$ cat src/rtl/fp16_dot_pkg.sv
// fp16_dot_pkg
//   Shared types and constants for the fp16 dot-product sequencer.
//   - state_t           : sequencer FSM encoding
//   - FP16_* constants  : fp16 bit patterns and exponent field bounds
//   - fp16_is_special() : true for Inf/NaN (all-ones exponent)
package fp16_dot_pkg;

  typedef enum logic [2:0] {
    IDLE  = 3'd0,
    CLEAR = 3'd1,
    FEED  = 3'd2,
    DRAIN = 3'd3,
    DONE  = 3'd4
  } state_t;

  localparam logic [15:0] FP16_ZERO    = 16'h0000;
  localparam logic [15:0] FP16_QNAN    = 16'h7E00;
  localparam int          FP16_EXP_MSB = 14;
  localparam int          FP16_EXP_LSB = 10;

  function automatic logic fp16_is_special(input logic [15:0] x);
    return &x[FP16_EXP_MSB:FP16_EXP_LSB];
  endfunction

endpackage

$ cat src/rtl/fp16_dot_seq.sv
// fp16_dot_seq
//   Dot-product sequencer sitting in front of an fp16 multiply-accumulate unit.
//   A job of len operand pairs is run as: clear the MAC, stream the pairs into
//   it, wait for the MAC pipeline to drain, then hold the captured accumulator
//   on a valid/ready output until it is taken.
//
//   Handshakes: a transfer happens on a rising CLK edge where valid and ready
//   are both high. in_ready is high exactly while in FEED; out_valid is high
//   exactly while in DONE and out_data is stable for as long as it is high.
//
//   Ports
//     CLK, RESETn          clock (rising edge), async active-low reset
//     start, len           begin a job of len pairs (accepted only when idle)
//     in_valid/in_ready    operand pair stream, in_a/in_b fp16 operands
//     mac_a, mac_b         registered operands to the MAC (0 when not feeding)
//     mac_clr_n            registered active-low clear to the MAC
//     mac_acc              MAC accumulator value
//     out_valid/out_ready  result handshake, out_data fp16 result
//     busy                 high whenever not idle
//     nan_flag             (only with FP16_DOT_NANCHK_EN) an Inf/NaN operand
//                          was seen in this job; presented with out_valid
//
//   Build option: define FP16_DOT_NANCHK_EN to add Inf/NaN operand detection.
//   When any accepted operand has an all-ones exponent, the result is forced
//   to the canonical quiet NaN and nan_flag is raised alongside out_valid.
module fp16_dot_seq
  import fp16_dot_pkg::*;
#(
  parameter int LEN_W   = 8,
  parameter int MAC_LAT = 4,
  parameter int CLR_CYC = 2
) (
  input  logic             CLK,
  input  logic             RESETn,
  input  logic             start,
  input  logic [LEN_W-1:0] len,
  input  logic             in_valid,
  output logic             in_ready,
  input  logic [15:0]      in_a,
  input  logic [15:0]      in_b,
  output logic [15:0]      mac_a,
  output logic [15:0]      mac_b,
  output logic             mac_clr_n,
  input  logic [15:0]      mac_acc,
  output logic             out_valid,
  input  logic             out_ready,
  output logic [15:0]      out_data,
  output logic             busy
`ifdef FP16_DOT_NANCHK_EN
  ,
  output logic             nan_flag
`endif
);

  // One down-counter serves both the clear hold and the drain wait, so it
  // is sized for the longer of the two.
  localparam int CNT_MAX = (MAC_LAT > CLR_CYC) ? MAC_LAT : CLR_CYC;
  localparam int CNT_W   = $clog2(CNT_MAX + 1);

  localparam logic [CNT_W-1:0] CNT_ONE   = CNT_W'(1);
  localparam logic [CNT_W-1:0] CNT_CLR   = CNT_W'(CLR_CYC);
  localparam logic [CNT_W-1:0] CNT_DRAIN = CNT_W'(MAC_LAT);
  localparam logic [LEN_W-1:0] REM_ONE   = LEN_W'(1);
  localparam logic [LEN_W-1:0] REM_ZERO  = '0;

  state_t           state;
  state_t           state_nxt;
  logic [LEN_W-1:0] rem;
  logic [CNT_W-1:0] cnt;
  logic             in_fire;
  logic             start_ok;
  logic             last_beat;
  logic             cnt_last;

  assign in_ready  = (state == FEED);
  assign out_valid = (state == DONE);
  assign busy      = (state != IDLE);

  assign in_fire   = in_valid & in_ready;
  assign start_ok  = start & (state == IDLE);
  assign last_beat = in_fire & (rem == REM_ONE);
  assign cnt_last  = (cnt == CNT_ONE);

  // ---------------------------------------------------------------------------
  // FSM: state register
  // ---------------------------------------------------------------------------
  always_ff @(posedge CLK or negedge RESETn) begin
    if (!RESETn) begin
      state <= IDLE;
    end else begin
      state <= state_nxt;
    end
  end

  // ---------------------------------------------------------------------------
  // FSM: next state
  // ---------------------------------------------------------------------------
  always_comb begin
    state_nxt = state;
    case (state)
      IDLE: begin
        if (start) begin
          // A zero-length product is exactly +0, so skip the MAC entirely.
          state_nxt = (len == REM_ZERO) ? DONE : CLEAR;
        end
      end
      CLEAR: begin
        if (cnt_last) state_nxt = FEED;
      end
      FEED: begin
        if (last_beat) state_nxt = DRAIN;
      end
      DRAIN: begin
        if (cnt_last) state_nxt = DONE;
      end
      DONE: begin
        // start is deliberately not looked at here: a start coinciding with
        // the result handshake is dropped, not carried into IDLE.
        if (out_ready) state_nxt = IDLE;
      end
      default: state_nxt = IDLE;
    endcase
  end

  // ---------------------------------------------------------------------------
  // Job bookkeeping: remaining pairs and the clear/drain counter.
  // rem is loaded with a non-zero len and FEED leaves on rem==1, so it never
  // decrements through zero.
  // ---------------------------------------------------------------------------
  always_ff @(posedge CLK or negedge RESETn) begin
    if (!RESETn) begin
      rem <= '0;
      cnt <= '0;
    end else begin
      if (start_ok && (len != REM_ZERO)) begin
        rem <= len;
      end else if (in_fire) begin
        rem <= rem - REM_ONE;
      end

      if (start_ok) begin
        cnt <= CNT_CLR;
      end else if (last_beat) begin
        cnt <= CNT_DRAIN;
      end else if ((state == CLEAR) || (state == DRAIN)) begin
        cnt <= cnt - CNT_ONE;
      end
    end
  end

  // ---------------------------------------------------------------------------
  // MAC interface. The MAC accumulates every clock, so anything other than an
  // accepted pair is presented as +0 * +0 and leaves the sum untouched.
  // mac_clr_n is registered from the next state so it is low for exactly the
  // cycles spent in CLEAR.
  // ---------------------------------------------------------------------------
  always_ff @(posedge CLK or negedge RESETn) begin
    if (!RESETn) begin
      mac_a     <= FP16_ZERO;
      mac_b     <= FP16_ZERO;
      mac_clr_n <= 1'b1;
    end else begin
      mac_a     <= in_fire ? in_a : FP16_ZERO;
      mac_b     <= in_fire ? in_b : FP16_ZERO;
      mac_clr_n <= (state_nxt != CLEAR);
    end
  end

`ifdef FP16_DOT_NANCHK_EN
  // ---------------------------------------------------------------------------
  // Sticky Inf/NaN detector. Cleared whenever a job is accepted (which covers
  // entry to CLEAR and the zero-length shortcut), set by any accepted operand
  // with an all-ones exponent.
  // ---------------------------------------------------------------------------
  logic nan_sticky;

  always_ff @(posedge CLK or negedge RESETn) begin
    if (!RESETn) begin
      nan_sticky <= 1'b0;
    end else if (start_ok) begin
      nan_sticky <= 1'b0;
    end else if (in_fire && (fp16_is_special(in_a) || fp16_is_special(in_b))) begin
      nan_sticky <= 1'b1;
    end
  end

  assign nan_flag = nan_sticky & out_valid;
`endif

  // ---------------------------------------------------------------------------
  // Result capture. Only written on the zero-length shortcut and on the last
  // drain cycle, so it holds steady throughout DONE.
  // ---------------------------------------------------------------------------
  always_ff @(posedge CLK or negedge RESETn) begin
    if (!RESETn) begin
      out_data <= FP16_ZERO;
    end else if (start_ok && (len == REM_ZERO)) begin
      out_data <= FP16_ZERO;
    end else if ((state == DRAIN) && cnt_last) begin
`ifdef FP16_DOT_NANCHK_EN
      out_data <= nan_sticky ? FP16_QNAN : mac_acc;
`else
      out_data <= mac_acc;
`endif
    end
  end

endmodule

$ cat config.mk
export PLATFORM = sky130hd
export DESIGN_NAME = fp16_dot_seq
export DESIGN_NICKNAME = d
export VERILOG_FILES = /design/src/rtl/fp16_dot_pkg.sv /design/src/rtl/fp16_dot_seq.sv
export SDC_FILE = /design/constraint.sdc
export NUM_CORES = 1
export LEC_CHECK = 0
export BUFFER_PORTS_ARGS = -buffer_cell sky130_fd_sc_hd__buf_2
export CORE_MARGIN = 5
export CORE_UTILIZATION = 35
export DETAILED_ROUTE_END_ITERATION = 7
export MAX_ROUTING_LAYER = met4
export PLACE_DENSITY = 0.64
export REMOVE_ABC_BUFFERS = 1
export SLEW_MARGIN = 20
export SYNTH_ARGS = -nofsm -noshare
export SYNTH_HDL_FRONTEND = slang
export SYNTH_SLANG_ARGS = --single-unit
export TNS_END_PERCENT = 100
$ cat constraint.sdc
create_clock -name CLK -period 1.9 [get_ports CLK]
set_input_delay 0.19 -clock CLK [delete_from_list [all_inputs] [get_ports CLK]]
set_output_delay 0.19 -clock CLK [all_outputs]
set_load 0.005 [all_outputs]
Word level (Yosys, flattened, before mapping)
Index checks and enable logic that the tools add are counted.
{"block": "totals", "in_bits": 61, "out_inout_bits": 52, "ff_bits": 63, "word_cells": 46}
{"block": "op_classes", "n_mux": 16, "eq_ne": 7, "reduce_logical": 11, "add_sub_neg": 2, "bitwise_logic": 3}
{"op": "two-way mux 16 bit", "count": 4}
{"op": "two-way mux 3 bit", "count": 9}
{"op": "two-way mux 8 bit", "count": 2}
{"op": "one-hot mux 3 bit (5 select lines)", "count": 1}
{"op": "equality test 8 x 1 -> 1 bit, second input constant", "count": 1}
{"op": "zero test 8 bit", "count": 1}
{"op": "nonzero test 8 bit", "count": 1}
{"op": "subtractor 8 x 1 -> 8 bit, second input constant", "count": 1}
{"op": "equality test 3 x 1 -> 1 bit, second input constant", "count": 2}
{"op": "equality test 3 x 2 -> 1 bit, second input constant", "count": 2}
{"op": "nonzero test 3 bit", "count": 2}
{"op": "nonzero test 2 bit", "count": 2}
{"op": "bitwise AND 1 bit", "count": 3}
{"op": "equality test 3 bit, second input constant", "count": 1}
{"op": "logical AND 1 bit", "count": 3}
{"op": "zero test 3 bit", "count": 1}
{"op": "!= test 3 x 1 -> 1 bit, second input constant", "count": 1}
{"op": "subtractor 3 x 1 -> 3 bit, second input constant", "count": 1}
{"op": "logical OR 1 bit", "count": 1}

Logic depth before layout (Yosys ltp)
Gate-level depths: netlist of the first run.
{"block": "logic_depth", "ltp_word": 6, "ltp_mapped": 8, "depth_no_buf": 6}

Worst setup path after synthesis of the first run
No wires, ideal clock.
{"block": "synth_path", "path_type": "flip-flop to flip-flop", "start": "register state[1]", "end": "register rem[5]", "period_less_slack_ns": 1.558, "t_required_ns": 1.769, "arrival_time_ns": 1.427, "slack_ns": 0.342, "stages_incl_launch_ff": 7, "path_buffers": 2, "setup_time_ns": 0.131, "cell_sequence": "dfrtp_1 -> buf_2 -> nor4b_4 -> a21bo_2 -> buf_2 -> nand3_1 -> o211ai_1"}
{"block": "synth_between", "elab_chain_cells": 4, "elab_cells_between_ends": 7, "classes_between": "eq/ne: 1; mux: 1; bitwise: 2; reduce/logical: 3"}
{"item": "from (decl)", "line_no": "fp16_dot_seq.sv:66", "source": "state_t state;"}
{"item": "from (signal assigned)", "line_no": "fp16_dot_seq.sv:91", "source": "state <= state_nxt;"}
{"item": "zero test 3 bit", "line_no": "fp16_dot_seq.sv:80", "source": "assign start_ok = start & (state == IDLE);"}
{"item": "bitwise AND 1 bit", "line_no": "fp16_dot_seq.sv:80"}
{"item": "logical AND 1 bit", "line_no": "fp16_dot_seq.sv:135", "source": "if (start_ok && (len != REM_ZERO)) begin"}
{"item": "two-way mux 8 bit / nonzero test 2 bit (equally long branches)"}
{"item": "to (signal assigned)", "line_no": "fp16_dot_seq.sv:136", "source": "rem <= len;"}
{"item": "to (signal assigned)", "line_no": "fp16_dot_seq.sv:138", "source": "rem <= rem - REM_ONE;"}
{"item": "to (decl)", "line_no": "fp16_dot_seq.sv:68", "source": "logic [LEN_W-1:0] rem;"}
Parallel ways exist; a longest one is shown, timed or not.
A chain may end at the register's enable or synchronous reset.

Worst setup path after layout of the first run
{"block": "layout_path", "start": "register state[0]", "end": "register mac_clr_n"}
{"block": "layout_between", "elab_chain_cells": 6, "elab_cells_between_ends": 14, "classes_between": "eq/ne: 5; mux: 6; bitwise: 2; reduce/logical: 1"}
{"item": "equality test 3 x 2 -> 1 bit", "line_no": "fp16_dot_seq.sv:75, fp16_dot_seq.sv:100"}
{"item": "bitwise AND 1 bit", "line_no": "fp16_dot_seq.sv:79", "source": "assign in_fire = in_valid & in_ready;"}
{"item": "bitwise AND 1 bit", "line_no": "fp16_dot_seq.sv:81", "source": "assign last_beat = in_fire & (rem == REM_ONE);"}
{"item": "two-way mux 3 bit", "line_no": "fp16_dot_seq.sv:111", "source": "if (last_beat) state_nxt = DRAIN;"}
{"item": "one-hot mux 3 bit (5 select lines) *", "line_no": "fp16_dot_seq.sv:100", "source": "case (state)"}
{"item": "named net state_nxt[0]", "line_no": "fp16_dot_seq.sv:67", "source": "state_t state_nxt;"}
{"item": "!= test 3 x 1 -> 1 bit *", "line_no": "fp16_dot_seq.sv:165", "source": "mac_clr_n <= (state_nxt != CLEAR);"}
{"item": "to (signal assigned)", "line_no": "fp16_dot_seq.sv:165"}
{"item": "to (decl)", "line_no": "fp16_dot_seq.sv:43", "source": "output logic mac_clr_n,"}
Mark *: on every way through the listed nets, which the timed path passes. The rest lies on a longest branch.

==> key figures, run 1 <==
Outcome
  – Status: completed

Global routing
  – Initial antenna violation count: 0
  – Met1 Usage GRT: 0.169
  – Grt ovf: 0
  – Total track usage: 0.137
  – M2 GR Usage: 0.210
  – GRT busiest layer: met2
  – Met3 usage: 0.0438
  – First-pass GRT wire length: 9190 um
  – Vias in the first global route: 1932
  – Largest net degree at the start of global routing: 30

Synth
  – Flops & latches, synth: between 60 and 70
  – FFs w/ async S/R, synth: 1.00
  – Netlist cell types: 35
  – Area leader, netlist: dfrtp_1
  – Synth top area cells: dfrtp_1 (62%), and2_1 (8.0%), a22o_1 (5.6%)
  – Main synth FF type: dfrtp_1
  – Count leader, synth: dfrtp_1
  – Avg Cell Area, Syn: ~13 sq um
  – Synth top cells by count: dfrtp_1 (62), and2_1 (32), a22o_1 (16), nand3_1 (8), nor2_1 (8)
  – Yosys Warn Count: 0
  – Area fraction of the dominant cell type after synthesis: 0.622
  – Mapped Area: 2490 sq um
  – Post-synth EDFFs: 0
  – Cells after Synth: just under 200
  – Register area share after synthesis: 0.633

Die
  – Chip Height: about 94 um
  – Top Ports: about 110
  – Total die area: 8910 sq um
  – Initial Util: 0.363
  – Num rows: 30
  – Core box area: 6870 sq um
  – Die width: about 94 um

Drt
  – WL final: 5780 um
  – Antenna Nets Post-Route: 0
  – Via density: around 4.6
  – Vias: ~1900
  – DR WL/cell: 13.9 um
  – DRC viols: 0
  – First-pass DRT Iterations: 4
  – DRT iter0 DRCs: 66

Power
  – Power Density: 1320 nW/um^2
  – Switching Fraction: 0.303
  – Clock network fraction of total power: 0.265
  – Flop pwr share: 0.446
  – Total internal power: ~3.1 mW
  – Worst vdd ir: 0.511 mV
  – Cell leakage power: between 1.5 and 2 nW
  – Combinational share of power: 0.288
  – Sw Pwr: 1.35 mW
  – Overall power: around 4.4 mW

Clocking
  – Post-CTS sizing: 0
  – Clock buffer count from CTS: 9
  – CTS Sinks: 63
  – Worst-path clk slew: about 0.07 ns
  – Bufs on Longest Clock Path: 2
  – Worst-Skew Late Latency: around 0.32 ns
  – # hold bufs at CTS: 1
  – Root Buffer: clkbuf_8
  – Postcts setup bufs: 0
  – H-tree levels: 3
  – CTS tree: yes

Setup path
  – Worst EP required: approximately 2.1 ns
  – Setup CP Type: register to register
  – WP data arrival: 1.89 ns
  – R2R Path Start: state[0]
  – Worst Setup End Kind: register
  – Setup crit start kind: register
  – FF-to-FF path depth: 4
  – CP max FO: 13
  – RR Endpoint: mac_clr_n
  – R2R Setup Slk: 0.23 ns

Layout
  – Layout Nets: between 300 and 400
  – Area Overhead vs Synth: 35.4%
  – Fin util: 0.492
  – N_diodes: 0
  – Share of cells above drive strength 1: 0.431
  – Fillers: 634

STA
  – Fin crit period: roughly 1.7 ns
  – Pins Over Slew Limit: 0
  – Final setup viols: 0
  – Fmax achieved: around 600 MHz
  – Worst rel slew slack: 0.630
  – Setup TNS: 0 ns
  – RSZ-0062 raised after global routing: no
  – Fin crit share: 0.878
  – Clk_skew: about 0.0041 ns
  – Worst slew pin tran: 0.554 ns
  – Final WS setup: approximately 0.23 ns
  – Final Hold Viols: 0

Min path
  – Hold Crit Endpoint: mac_b[0]
  – Worst hold path type: primary input to register
  – Hold Path Depth: 2
  – Hold_sp: in_b[0]

Flow run
  – Max Cap Viol: 0

Place
  – Pre-CTS worst setup slack: roughly 0.25 ns
  – GPL Wtd Cong: around 0.8
  – DP Wirelength: around 4400 um
  – IO Port Bufs: approximately 110
[area by class of cell]
class	instances	area [sq um]	share of cell area
well taps	96	120	0.0356
inverters	5	18.8	0.00556
clock buffers	13	169	0.0500
flip-flops and latches	63	1580	0.467
repair buffers	118	621	0.184
clock inverters	3	40.0	0.0119
multi-input cells	118	831	0.246
[kinds of logic after synthesis]
| logic type | after synthesis | share of synthesized area |
|---|---|---|
| AND/OR/NAND/NOR | 78 | 0.197 |
| flip-flops | 63 | 0.633 |
| buffers and inverters | 16 | 0.0341 |
| AO/OA/AOI/OAI | 30 | 0.0948 |
| XOR/XNOR | 6 | 0.0211 |
| adder cells (fa/ha/maj) | 4 | 0.0201 |
[per-stage QoR]
stage / std cells / cell area [sq um] / hold WS [ns]
finish: 416 / 3380 / 0.0694
global route: 416 / 3380 / 0.0513
CTS: 416 / 3380 / 0.0468
detailed placement: 399 / 3160 / 0.210
global placement: 399 / 3160 / 0.216
floorplan: 186 / 2430 / -0.106
[how the worst max path moves through the flow]
stage / to / slack [ns] / from
2_1_floorplan: out_data[0] / 0.23 / state[0]
3_3_place_gp: mac_clr_n / 0.29 / state[0]
3_5_place_dp: mac_clr_n / 0.25 / state[0]
4_1_cts: mac_clr_n / 0.23 / state[0]
5_1_grt: rem[5] / 0.1 / state[2]
6_report: mac_clr_n / 0.23 / state[0]
[routing by layer]
metal  routed length (um)  share of wire  vias to the layer above
met2                 2740           0.47                       70
met4                   52         0.0090                        0
met3                  520          0.090                        6
met1                 2460           0.43                      915
li1                     -              -                      911
met5                    0              0                        -
[worst max-delay path: stages, from the launching register on]
cell,delay [ns]
dfrtp_1,0.50
nor4b_4,0.44
a21bo_2,0.36
o211ai_1,0.14
nand4bb_1,0.14
[registers in the layout, indices dropped and copies added (netlist names)]
name and cells:
rem 8, cnt 3, mac_a 16, state 3
mac_clr_n 1, mac_b 16, out_data 16
[placed cells by master, fill, tap and decap left out, types with 2 or more instances in the layout]
| cell | synthesis | final |
|---|---|---|
| and2_1 | 32 | 32 |
| clkinv_2 | 0 | 2 |
| buf_2 | 5 | 112 |
| o211ai_1 | 6 | 6 |
| nor4_1 | 4 | 4 |
| xor2_1 | 4 | 4 |
| and3_1 | 2 | 2 |
| buf_4 | 1 | 4 |
| nor2_1 | 8 | 8 |
| nand2_1 | 7 | 7 |
| clkbuf_8 | 0 | 12 |
| nor3b_1 | 2 | 2 |
| nor2b_1 | 3 | 3 |
| ha_1 | 4 | 4 |
| nand3_1 | 8 | 8 |
| nand4b_1 | 2 | 2 |
| dfrtp_1 | 62 | 62 |
| a22o_1 | 16 | 16 |
| nand4bb_1 | 2 | 2 |
| a21oi_1 | 4 | 4 |
| inv_1 | 5 | 5 |
| xnor2_1 | 2 | 2 |
[power groups by stage]
stage | Combinational, mW | Sequential (mW) | Clock [mW]
global route | 1.45 | 2.04 | 1.29
detailed placement | 1.31 | 2.00 | 0
floorplan | 0.732 | 2.00 | 0
global placement | 1.29 | 1.99 | 0
CTS | 1.31 | 1.98 | 1.23
finish | 1.28 | 1.99 | 1.18
Power figures use the tool's default switching activity.
==> run 2, diff against run 1 <==
Settings changed: ABC_AREA set to 1, PLACE_DENSITY 0.64 to 0.62.
==> run 2 against run 1 <==
Effect of this change: total power up 8.5%; critical path depth up 2; die area up 11%; maximum frequency up 4.5%; sequential share of layout area shrank 4.0 points; critical path type unchanged.
==> key figures, run 2 <==
Outcome
  – Status: completed

Setup path
  – WP data arrival: 1.81 ns (-0.08 ns)
  – RR Endpoint: out_data[4]
  – Critical path origin: state[0]
  – Worst EP required: 2.11 ns (about the same)
  – CP max FO: 16 (+3)
  – Setup CP Type: register to register
  – Cell chain of the critical path: nor2_2, nand3_2, inv_2, nand2_2, nand3_1, nand2_1
  – R2R Setup Slk: 0.30 ns (+0.07 ns)
  – R2R Path Start: state[0]
  – Instance count on the critical path: 6 (+2)
  – Critical path buffer and inverter count: 1 (+1)
  – Slowest stage delay, CP: 0.47 ns (-0.03 ns)
  – Setup crit start kind: register
  – Worst Setup End Kind: register
  – Critical path's top delay family: simple AND/OR/NAND/NOR gates
  – FF-to-FF path depth: 6 (+2)
  – Slowest CP cell: dfrtp_1
  – End point of the critical path: out_data[4]

Layout
  – Area Overhead vs Synth: 31.7%
  – Most common cell after layout, fill and taps aside: buf_2
  – Largest registers: mac_a: 16 flops, mac_b: 16 flops, out_data: 16 flops
  – Multi-input gate area: 922 sq um (+11%)
  – Layout Nets: 519 (+37%)
  – Commonest non-fill, non-tap cells in the layout: buf_2 (112), nand2_1 (76), inv_1 (64), dfrtp_1 (62), nor2_1 (41)
  – Reg area: 1580 sq um (unchanged)
  – Fillers: 813 (+28%)
  – N_diodes: 0 (unchanged)
  – Design area: 3700 sq um (+9.5%)
  – Share of cells above drive strength 1: 0.346 (-0.0855)

STA
  – Worst rel slew slack: 0.758 (+0.128)
  – Fin crit share: 0.840 (-0.0377)
  – Fmax achieved: 626 MHz (+4.5%)
  – RSZ-0062 raised after global routing: no
  – Setup TNS: 0 ns (unchanged)
  – Final setup viols: 0 (unchanged)
  – Hold WS: 0.0695 ns (+0.0000274 ns)
  – Clk_skew: 0.00540 ns (+0.00128 ns)
  – Worst slew pin tran: 0.362 ns (-0.192 ns)
  – Final Hold Viols: 0 (unchanged)
  – Fin crit period: 1.60 ns (-0.0716 ns)
  – Pins Over Slew Limit: 0 (unchanged)

Die
  – Core box area: 7770 sq um (+13%)
  – Chip Height: 99.6 um (+5.5%)
  – Total die area: 9910 sq um (+11%)
  – Initial Util: 0.361 (-0.00155)
  – Top Ports: 113 (unchanged)
  – Num rows: 32 (+6.7%)
  – Die width: 99.6 um (+5.5%)

Clocking
  – Root Buffer: clkbuf_8
  – Post-CTS sizing: 0 (unchanged)
  – Clock buffer count from CTS: 9 (unchanged)
  – Worst-Skew Late Latency: 0.32 ns (about the same)
  – CTS tree: yes
  – Worst-path clk slew: 0.07 ns (about the same)
  – CTS Sinks: 63 (unchanged)
  – H-tree levels: 3 (unchanged)
  – Bufs on Longest Clock Path: 2 (unchanged)

Drt
  – DRT iter0 DRCs: 96 (+45%)
  – WL final: 6710 um (+16%)
  – DR WL/cell: 12.0 um (-14%)
  – Vias: 2422 (+27%)
  – Via density: 4.33 (-5.2%)
  – DRC viols: 0 (unchanged)
  – Antenna Nets Post-Route: 0 (unchanged)
  – First-pass DRT Iterations: 4 (unchanged)

Min path
  – Worst hold path type: primary input to register

Power
  – Cell leakage power: 2.27 nW (+24%)
  – Power Density: 1310 nW/um^2 (-0.87%)
  – Worst vdd ir: 0.453 mV (-11%)

Synth
  – Synth top cells by count: nand2_1 (76), inv_1 (64), dfrtp_1 (62), nor2_1 (41), nand3_1 (37)
  – Synth top area cells: dfrtp_1 (55%), nand2_1 (10%), inv_1 (8.6%)
  – Main synth FF type: dfrtp_1
  – Post-synth EDFFs: 0 (unchanged)
  – Mapped Area: 2810 sq um (+13%)
  – Avg Cell Area, Syn: 8.48 sq um (-33%)
  – Area fraction of the dominant cell type after synthesis: 0.553 (-0.0696)
  – Register area share after synthesis: 0.562 (-0.0708)
  – Area leader, netlist: dfrtp_1
  – FFs w/ async S/R, synth: 1.00 (unchanged)
  – Flops & latches, synth: 63 (unchanged)
  – Netlist cell types: 26 (-26%)
  – Count leader, synth: nand2_1
  – Cells after Synth: 331 (+68%)
  – Yosys Warn Count: 0 (unchanged)

Place
  – DP Wirelength: 4970 um (+13%)
  – IO Port Bufs: 112 (unchanged)
  – GPL Wtd Cong: 0.913 (+14%)
  – Placed Area: 3500 sq um (+11%)

Global routing
  – Largest net degree at the start of global routing: 64 (+110%)
  – Total track usage: 0.149 (+0.0116)
  – Grt ovf: 0 (unchanged)
  – First-pass GRT wire length: 11500 um (+26%)
  – Initial antenna violation count: 0 (unchanged)
  – Vias in the first global route: 2481 (+28%)

Flow run
  – Max Cap Viol: 0 (unchanged)
[run 2: cell count changes after synthesis, sizes merged, moves of 6 or more]
cell	before	now
nand2	7	80
inv	5	67
nor2	9	53
and2	32	0
nand3	8	40
a22o	16	0
o211ai	6	0
[run 2: how the worst min path moves through the flow]
stage | depth (start not counted) | startpoint | endpoint | slack [ns]
floorplan | 0 | RESETn | cnt[0] | -0.11
global placement | 2 | RESETn | cnt[0] | 0.23
detailed placement | 2 | RESETn | state[2] | 0.23
CTS | 3 | in_a[2] | mac_a[2] | 0.05
global route | 3 | in_a[2] | mac_a[2] | 0.04
finish | 3 | mac_acc[6] | out_data[6] | 0.07
[run 2: what timing repair did]
| action | CTS | global route |
|---|---|---|
| endpoints found under the hold margin | 62 | 0 |
| setup buffers | 0 | 0 |
| hold buffers | 1 | 0 |
[run 2: kinds of logic after synthesis]
kind of cell    synth area share
simple gates               0.292
buf+inv                    0.110
flops                      0.562
compound gates            0.0125
fa+ha+maj                 0.0178
xor+xnor                 0.00624
[run 2: through the flow]
stage / power [mW] / instances / worst slack (ns) / utilization
2_1_floorplan: 3.09 / 324 / 0.377 / -
3_3_place_gp: 3.72 / 544 / 0.388 / 0.451
3_5_place_dp: 3.78 / 544 / 0.307 / 0.451
4_1_cts: 4.92 / 559 / 0.285 / 0.476
5_1_grt: 5.29 / 559 / 0.107 / 0.476
6_report: 4.83 / 559 / 0.304 / 0.476
[run 2: where the power goes]
group | internal, mW | switching, mW | total, mW
combinational | 0.718 | 0.999 | 1.72
sequential | 1.76 | 0.258 | 2.02
clock | 0.622 | 0.473 | 1.09
[run 2: tightest hold or removal path: stages]
cell and delay (ns):
buf_2 0.08, nand2_1 0.04, nand2_1 0.05
[run 2: area by class of cell]
cell class                 count  share of cell area
tap                          102              0.0345
clock inverter                 4              0.0129
clock buffer                  10              0.0372
multi-input combinational    193               0.249
inverter                      68              0.0694
sequential                    63               0.427
timing repair buffer         119               0.170
[run 2: layer usage]
metal  track usage  vias up  part of all wire
met5             -        -                 0
met4        0.0567        0             0.013
met3        0.0428       11             0.086
met2         0.217       93              0.43
met1         0.196     1089              0.47
li1              -     1229                 -
